===== config.mk =====
export PLATFORM = sky130hd
export DESIGN_NAME = uart_tx_ticked_flat
export DESIGN_NICKNAME = d
export VERILOG_FILES = /design/src/rtl/uart_tx_ticked_if.sv /design/src/rtl/uart_tx_ticked.sv /design/src/flat_wrapper.sv
export SDC_FILE = /design/constraint.sdc
export NUM_CORES = 1
export LEC_CHECK = 0
export BUFFER_PORTS_ARGS = -buffer_cell sky130_fd_sc_hd__buf_2
export CORE_ASPECT_RATIO = 0.7
export CORE_MARGIN = 2
export CORE_UTILIZATION = 45
export CTS_BUF_LIST = sky130_fd_sc_hd__clkbuf_4 sky130_fd_sc_hd__clkbuf_8 sky130_fd_sc_hd__clkbuf_16
export DETAILED_ROUTE_END_ITERATION = 12
export GPL_TIMING_DRIVEN = 0
export PLACE_DENSITY_LB_ADDON = 0.12
export SYNTH_ARGS = -nofsm -noshare
export SYNTH_HDL_FRONTEND = slang
export SYNTH_SLANG_ARGS = --single-unit

===== constraint.sdc =====
create_clock -name clk -period 2.6 [get_ports clk]
set_input_delay 0.13 -clock clk [delete_from_list [all_inputs] [get_ports clk]]
set_output_delay 0.13 -clock clk [all_outputs]
set_load 0.01 [all_outputs]

===== src/rtl/uart_tx_ticked_if.sv =====
// Transmit handshake bundle between a TX FIFO/controller and uart_tx_ticked.
//   tx_start     : request to send data_in (level, sampled only while idle)
//   data_in      : word to transmit, captured when the frame is accepted
//   tx_done_tick : one-clock pulse at the end of the stop bit
interface uart_tx_ticked_if #(
    parameter int unsigned DATA_SIZE = 8
);
    logic                 tx_start;
    logic [DATA_SIZE-1:0] data_in;
    logic                 tx_done_tick;

    // Controller side
    modport master (
        output tx_start,
        output data_in,
        input  tx_done_tick
    );

    // Transmitter side
    modport slave (
        input  tx_start,
        input  data_in,
        output tx_done_tick
    );
endinterface


===== src/rtl/uart_tx_ticked.sv =====
// UART transmitter with a built-in oversampling tick generator.
// Frame: start bit, DATA_SIZE data bits LSB first, stop bit of STOP_TICKS ticks.
// Each start/data bit lasts SAMPLE ticks; one tick = BAUD_DVSR system clocks.
// BAUD_DVSR = SYS_FREQ/(SAMPLE*BAUD_RATE) must be at least 2.
// Ports:
//   clk    : system clock, rising edge
//   reset  : synchronous, active-high
//   bus    : handshake (tx_start, data_in in; tx_done_tick out)
//   tx     : serial line, idle high
//   s_tick : one-clock oversampling tick, exported for debug / RX sharing
module uart_tx_ticked #(
    parameter int unsigned DATA_SIZE  = 8,
    parameter int unsigned SYS_FREQ   = 50_000_000,
    parameter int unsigned BAUD_RATE  = 115_200,
    parameter int unsigned SAMPLE     = 16,
    parameter int unsigned STOP_TICKS = 16
) (
    input  logic             clk,
    input  logic             reset,
    uart_tx_ticked_if.slave  bus,
    output logic             tx,
    output logic             s_tick
);
    localparam int unsigned BAUD_DVSR = SYS_FREQ / (SAMPLE * BAUD_RATE);
    localparam int unsigned CW        = $clog2(BAUD_DVSR);
    localparam int unsigned SW        = $clog2(STOP_TICKS);
    localparam int unsigned NW        = $clog2(DATA_SIZE + 1);

    typedef enum logic [1:0] {
        IDLE  = 2'd0,
        START = 2'd1,
        DATA  = 2'd2,
        STOP  = 2'd3
    } state_e;

    state_e               state_q, state_d;
    logic [CW-1:0]        cnt_q, cnt_d;
    logic                 tick_q, tick_d;
    logic [SW-1:0]        s_q, s_d;
    logic [NW-1:0]        n_q, n_d;
    logic [DATA_SIZE-1:0] b_q, b_d;
    logic                 tx_q, tx_d;
    logic                 done_q, done_d;

    // Tick divider; tick_q is high exactly while cnt_q == BAUD_DVSR-1
    always_comb begin
        cnt_d  = (cnt_q == CW'(BAUD_DVSR - 1)) ? '0 : cnt_q + CW'(1);
        tick_d = (cnt_d == CW'(BAUD_DVSR - 1));
    end

    // Next-state logic; tx_d anticipates the state being entered
    always_comb begin
        state_d = state_q;
        s_d     = s_q;
        n_d     = n_q;
        b_d     = b_q;
        tx_d    = tx_q;
        done_d  = 1'b0;

        case (state_q)
            IDLE: begin
                tx_d = 1'b1;
                // Acceptance does not wait for a tick
                if (bus.tx_start) begin
                    b_d     = bus.data_in;
                    s_d     = '0;
                    state_d = START;
                    tx_d    = 1'b0;
                end
            end

            START: begin
                tx_d = 1'b0;
                if (tick_q) begin
                    if (s_q == SW'(SAMPLE - 1)) begin
                        s_d     = '0;
                        n_d     = '0;
                        state_d = DATA;
                        tx_d    = b_q[0];
                    end else begin
                        s_d = s_q + SW'(1);
                    end
                end
            end

            DATA: begin
                tx_d = b_q[0];
                if (tick_q) begin
                    if (s_q == SW'(SAMPLE - 1)) begin
                        s_d = '0;
                        b_d = b_q >> 1;
                        if (n_q == NW'(DATA_SIZE - 1)) begin
                            state_d = STOP;
                            tx_d    = 1'b1;
                        end else begin
                            n_d  = n_q + NW'(1);
                            tx_d = b_d[0];
                        end
                    end else begin
                        s_d = s_q + SW'(1);
                    end
                end
            end

            STOP: begin
                tx_d = 1'b1;
                if (tick_q) begin
                    if (s_q == SW'(STOP_TICKS - 1)) begin
                        state_d = IDLE;
                        done_d  = 1'b1;
                    end else begin
                        s_d = s_q + SW'(1);
                    end
                end
            end

            default: begin
                state_d = IDLE;
                tx_d    = 1'b1;
            end
        endcase
    end

    // State and output registers
    always_ff @(posedge clk) begin
        if (reset) begin
            state_q <= IDLE;
            cnt_q   <= '0;
            tick_q  <= 1'b0;
            s_q     <= '0;
            n_q     <= '0;
            b_q     <= '0;
            tx_q    <= 1'b1;
            done_q  <= 1'b0;
        end else begin
            state_q <= state_d;
            cnt_q   <= cnt_d;
            tick_q  <= tick_d;
            s_q     <= s_d;
            n_q     <= n_d;
            b_q     <= b_d;
            tx_q    <= tx_d;
            done_q  <= done_d;
        end
    end

    assign tx               = tx_q;
    assign s_tick           = tick_q;
    assign bus.tx_done_tick = done_q;

endmodule


===== src/flat_wrapper.sv =====
// flat-port wrapper written by rule: the top's interface ports become plain ports
module uart_tx_ticked_flat 
#(
    parameter int unsigned DATA_SIZE  = 8,
    parameter int unsigned SYS_FREQ   = 50_000_000,
    parameter int unsigned BAUD_RATE  = 115_200,
    parameter int unsigned SAMPLE     = 16,
    parameter int unsigned STOP_TICKS = 16
)
  (clk, reset, tx, s_tick, bus_tx_start, bus_data_in, bus_tx_done_tick);
  uart_tx_ticked_if #(.DATA_SIZE(DATA_SIZE)) bus_i ();
  input  logic clk;
  input  logic reset;
  output logic tx;
  output logic s_tick;
  input wire logic [$bits(bus_i.tx_start)-1:0] bus_tx_start;
  input wire logic [$bits(bus_i.data_in)-1:0] bus_data_in;
  output wire logic [$bits(bus_i.tx_done_tick)-1:0] bus_tx_done_tick;
  assign bus_i.tx_start = bus_tx_start;
  assign bus_i.data_in = bus_data_in;
  assign bus_tx_done_tick = bus_i.tx_done_tick;
  uart_tx_ticked #(.DATA_SIZE(DATA_SIZE), .SYS_FREQ(SYS_FREQ), .BAUD_RATE(BAUD_RATE), .SAMPLE(SAMPLE), .STOP_TICKS(STOP_TICKS)) u_core (.clk(clk), .reset(reset), .bus(bus_i), .tx(tx), .s_tick(s_tick));
endmodule

-- Yosys cells after proc, flatten, opt, wreduce, memory -nomap -nowiden
Index checks and enable logic that the tools add are counted.
- flip-flop bits (word level): 26
- memories: 0
- ROM bits: 0
- bits in latches: 0
- bits in writable memories: 0
- output and inout port bits: 3
- divide/modulo/power cells: 0
- shifts and indexed selects: 0
- muxes and demuxes: 34
- reduce and logical (&&, ||, !) cells: 9
- $lt $le $gt $ge: 0
- equal/unequal tests: 18
- bitwise gates (word level): 2
- multipliers: 0
- add/sub/neg operators: 3
- operators by type and width (operator ; number):
    $mux 4 ; 10
    $mux 8 ; 3
    $mux 2 ; 8
    $ne 2x1->1 const B ; 8
    $pmux 8 s2 ; 1
    $pmux 4 s3 ; 1
    $eq 5x5->1 const B ; 2
    $add 4x1->4 const B ; 2
    $pmux 2 s4 ; 1
    $pmux 4 s2 ; 1
    $reduce_and 4->1 ; 2
    $reduce_and 8->1 ; 1
    $mux 1 ; 7
    $ne 2x2->1 const B ; 3
    $reduce_and 6->1 ; 1
    $add 5x1->5 const B ; 1
    $mux 5 ; 1
    $eq 2x2->1 const B ; 2
    $eq 4x3->1 const B ; 1
    $eq 4x4->1 const B ; 1
    $pmux 1 s4 ; 1
    $reduce_bool 2->1 ; 2
    $reduce_or 3->1 ; 1
    $eq 2x1->1 const B ; 1
    other kinds (3) ; 4

-- Logic depth before layout (Yosys ltp)
- depth in word-level cells: 5
- gate-level depth with buffers: 8

-- Worst setup path after synthesis
OpenSTA, ideal clock, no wires.
- kind: register to register
- start: reg u_core.state_q[0]
- end: reg u_core.b_q[5]
- data required time: 2.521 ns
- library setup time: 0.079 ns
- stages on the path, launching flop included: 9
- data arrival time: 1.579 ns
- clock period less this slack: 1.658 ns
- buffers on the path: 2
- setup slack: 0.942 ns
- cell sequence: dfxtp_1 inv_1 ha_1 clkbuf_1 nor2_1 a211oi_4 buf_6 nor2_1 a211oi_2
- word-level cells in the longest chain between the ends: 3
- elaborated cells between the ends (all ways): 8
- those cells by class: eq/ne: 4; mux: 1; reduce/logical: 3
- RTL lines (what ; RTL line ; RTL):
    from (decl) ; uart_tx_ticked.sv:36 ; state_e state_q, state_d;
    from (signal assigned) ; uart_tx_ticked.sv:136 ; state_q <= state_d;
    $eq 2x2->1 / $logic_not 2->1 (equally long branches) ; uart_tx_ticked.sv:60 ; case (state_q)
    $ne 2x1->1 (no source line) (tied with other cells) ; -- ;
    $reduce_and 4->1 (no source line) ; -- ;
    to (signal assigned) ; uart_tx_ticked.sv:132 ; b_q <= '0;
    to (signal assigned) ; uart_tx_ticked.sv:141 ; b_q <= b_d;
    to (decl) ; uart_tx_ticked.sv:41 ; logic [DATA_SIZE-1:0] b_q, b_d;
Several ways; a longest one is shown, not always the timed one.
A chain may end at the register's enable or synchronous reset.

-- Worst setup path in the final report
- start: reg u_core.state_q[0]
- end: reg u_core.b_q[6]
Same word-level chain as after synthesis.

==> results.txt <==
The via count is 1133. Counting the buffers created by CTS gives 3. The average routed wire per standard cell is 13.4 um. The type of the worst setup path is reg2reg. The number of synthesized flops with an enable pin came out at 0.

The congestion estimate from routability-driven global placement came to 0.853. The buffer depth of the longest clock path came out at 2. The final hold violation count is 0. Broken down by cell family, the worst path's largest delay share belongs to buffers and inverters.

Once the floorplan was initialized, standard cells occupied 48.6% of the core. The worst register-to-register path begins at u_core.state_q[0]$_SDFFE_PP0P_. The synthesis-stage register bit count came out at 26. The combined buffer and inverter count along the critical path is 3. The initial antenna violation count came out at 0. Summing all non-filler instances in the final layout gives an area of 0.00156 mm2.

For the pin with the worst max-slew slack, the measured transition is 0.580 ns. The routed via count divided by cell count came out at 5.47. The count of buffers from port buffering came out at 13. Setup repair after global routing left no endpoint under its margin.

The worst endpoint data arrival time is 2.11 ns. In this run the remaining antenna-violating nets after routing total 0. The number of ports placed on the die boundary came out at 14. Measured in cells, the most critical reg-to-reg path has a length of 8. Headroom to the max-slew limit came out at 61.0%. The count of max-cap constraint violations came out at 0.

The die span in x is 70.5 um. The worst-case IR drop observed on VDD is 0.491 mV. The critical path goes through inv_1 -> ha_1 -> clkbuf_1 -> nor2_1 -> a211oi_4 -> buf_6 -> nor2_1 -> a211oi_2. The count of unique library cells instantiated by Yosys is 44.

The clock tree from TritonCTS is done. Across the routed clock network, the largest skew measured is 0.00469 ns. Dividing total power by cell area gives a power density of 897 mW/mm2. The number of warnings reported in the yosys synthesis log came out at 0.

The net count of the finished layout is 192. The pin count of the biggest net entering global routing is 15. The number of hold buffers added after cts is 0. In this run the worst setup path begins at u_core.state_q[0]$_SDFFE_PP0P_. The clock latency reported for the late side of the worst-skew pair is 0.27 ns. The post-synthesis net count came out at 174. The final core utilization came out at 54.4%. Summed over all instances, the cell type with the most area after synthesis is dfxtp_1. STA classifies the critical path startpoint as a register.

After layout, the worst setup slack is 0.681 ns. Clock tree synthesis found a total of 26 sinks. The clock-pin slew on the worst setup and hold paths is 0.09 ns. The area enclosed by the die boundary is 0.00356 mm2. The endpoint of the most critical register-to-register path is u_core.b_q[6]$_SDFFE_PP0P_. The critical path ends at u_core.b_q[6]$_SDFFE_PP0P_. The flow ran to the end, and the final reports show no timing, DRC or antenna violations. The area of the mapped netlist came out at 0.00139 mm2. The total count of max-transition violations in the final report is 0. The final critical path takes up 73.8% of the cycle.

The critical path runs through a total of 8 cells. In this run the worst hold path is classified as in2reg. The maximum cell stage delay along the critical path came out at 0.34 ns. The antenna diode instance count came out at 0. For this run, asynchronously set or reset flops after synthesis account for 0%. The leading register cell type out of synthesis is dfxtp_1. The layout overhead on the synthesized area came out at 11.9%.

Static timing analysis puts the maximum clock frequency at 521 MHz. After synthesis, the cell types taking the most area are dfxtp_1, ha_1, mux2i_1. The global-route usage over all layers is 16.9%. Each instance of the synthesized netlist takes up on average 9.03 um2. The number of gates resized after CTS came out at 0. The post-CTS setup buffer count came out at 0. The most common cell type on the critical path is nor2_1. On the critical path, the stage with the largest delay is an instance of dfxtp_1.

The count of routing violations after the opening detailed-route iteration came out at 52. The DRC violations left is 0. The first global-routing pass estimated 4750 um of wire. After synthesis, flip-flops and latches occupy 37.4% of the total area.

The vertical extent of the die came out at 50.5 um. The final routed wirelength across all metal layers came out at 2770 um. The area of the core region is 0.00286 mm2. Setup violations remaining at the end of the flow were counted as 0.

The commonest cells after synthesis are dfxtp_1, nor2_1, ha_1, mux2i_1. Summed over all cells, the static leakage comes to 0.601 nW. STA classifies the critical path endpoint as a register. In the synthesized netlist, the number of instances is 154. Summed over all nets, the half-perimeter wirelength after detailed placement is 2120 um. The share of layout cells above drive strength 1 came out at 14.0%. For this run, the detailed router's first-pass iteration total came to 4. The required time reported for the critical path endpoint is 2.79 ns. The total negative slack came out at 0 ns. Among all cell types in the netlist, the one instantiated most often is dfxtp_1. The post-placement cell area is 0.00150 mm2. The root buffer cell chosen for the clock tree is clkbuf_8.

For flop-to-flop paths, the worst setup slack is 0.68 ns. Along the worst path, the maximum fanout reaches 10. In this run the number of H-tree levels came out at 1. Row generation in the floorplan step produced 16 rows. The number of global-route vias before repair is 1031.

The area share of the largest cell type after synthesis is 37.4%. The total congestion overflow after global routing came out at 0. The worst path in the final design needs a cycle of 1.92 ns, including I/O delays and setup.

The post-placement setup slack is 0.712 ns.
flip-flops by register name, summed over array words and instances (netlist names):
signal and cells:
u_core.b_q 8, u_core.cnt_q 5, u_core.n_q 4, u_core.s_q 4, u_core.state_q 2, u_core.bus.tx_done_tick 1
u_core.s_tick 1, u_core.tx 1
cell families (layout without fill, tap and decap cells):
| kind of cell | after synthesis | in the layout | share of synthesized area [%] |
|---|---|---|---|
| multiplexers | 9 | 9 | 6.48 |
| XOR/XNOR | 5 | 5 | 3.15 |
| flip-flops | 26 | 26 | 37.4 |
| AND/OR/NAND/NOR | 61 | 61 | 23.4 |
| adder cells (fa/ha/maj) | 9 | 9 | 8.09 |
| buffers and inverters | 13 | 30 | 4.14 |
| AO/OA/AOI/OAI | 31 | 31 | 17.4 |
worst min path at each step:
| stage | startpoint | to | slack [ns] | depth (start not counted) |
|---|---|---|---|---|
| 6_report | bus_data_in[7] | u_core.b_q[7]$_SDFFE_PP0P_ | 0.12 | 3 |
| 5_1_grt | bus_data_in[7] | u_core.b_q[7]$_SDFFE_PP0P_ | 0.14 | 3 |
| 4_1_cts | bus_data_in[7] | u_core.b_q[7]$_SDFFE_PP0P_ | 0.11 | 3 |
| 3_5_place_dp | bus_data_in[7] | u_core.b_q[7]$_SDFFE_PP0P_ | 0.41 | 3 |
| 3_3_place_gp | bus_data_in[7] | u_core.b_q[7]$_SDFFE_PP0P_ | 0.41 | 3 |
| 2_1_floorplan | bus_data_in[7] | u_core.b_q[7]$_SDFFE_PP0P_ | 0.29 | 2 |
placed cells by master, fill, tap and decap left out, types with 2 or more instances in the layout:
cell,synthesis,layout
dfxtp_1,26,26
clkbuf_8,0,4
nand2b_1,5,5
nand2_1,7,7
a22oi_1,2,2
mux2i_1,9,9
and4_1,2,2
o21ai_0,5,5
a211oi_2,2,2
buf_2,1,14
a21oi_1,4,4
a211oi_1,5,5
nand3_1,4,4
o31ai_1,2,2
o32ai_1,2,2
nor4_1,3,3
inv_1,7,7
nor3_1,4,4
ha_1,9,9
nor2_1,24,24
clkbuf_1,4,4
xnor2_1,3,3
xor2_1,2,2
layout make-up:
class | instances | area [um2]
Fill cell | 271 | 1310
Multi-Input combinational cell | 115 | 813
Sequential cell | 26 | 520
Timing Repair Buffer | 13 | 65.1
Clock buffer | 4 | 55.1
Tap cell | 36 | 45.0
Buffer | 6 | 31.3
Inverter | 7 | 26.3
where the power goes:
part,total [W],internal (W),switching [W]
Combinational,0.000620,0.000255,0.000365
Clock,0.000259,0.000135,0.000124
Sequential,0.000517,0.000473,0.0000439
through the flow:
step | hold WS (ns) | power [W] | cells
floorplan | 0.294 | 0.00101 | 154
global placement | 0.406 | 0.00112 | 203
detailed placement | 0.407 | 0.00114 | 203
CTS | 0.112 | 0.00141 | 207
global route | 0.143 | 0.00151 | 207
finish | 0.119 | 0.00140 | 207
layer usage:
metal | GRT usage [%] | part of all wire (%)
met2 | 25.8 | 41
met1 | 24.0 | 54
met4 | 2.88 | 0.47
met5 | 0 | 0
met3 | 4.82 | 4.2
worst register-to-register path, stage by stage, from the launching register on:
cell	delay, ns
dfxtp_1	0.34
inv_1	0.13
ha_1	0.16
clkbuf_1	0.33
nor2_1	0.15
a211oi_4	0.32
buf_6	0.20
nor2_1	0.06
a211oi_2	0.17
No activity file was read; power rests on OpenSTA's default activity.
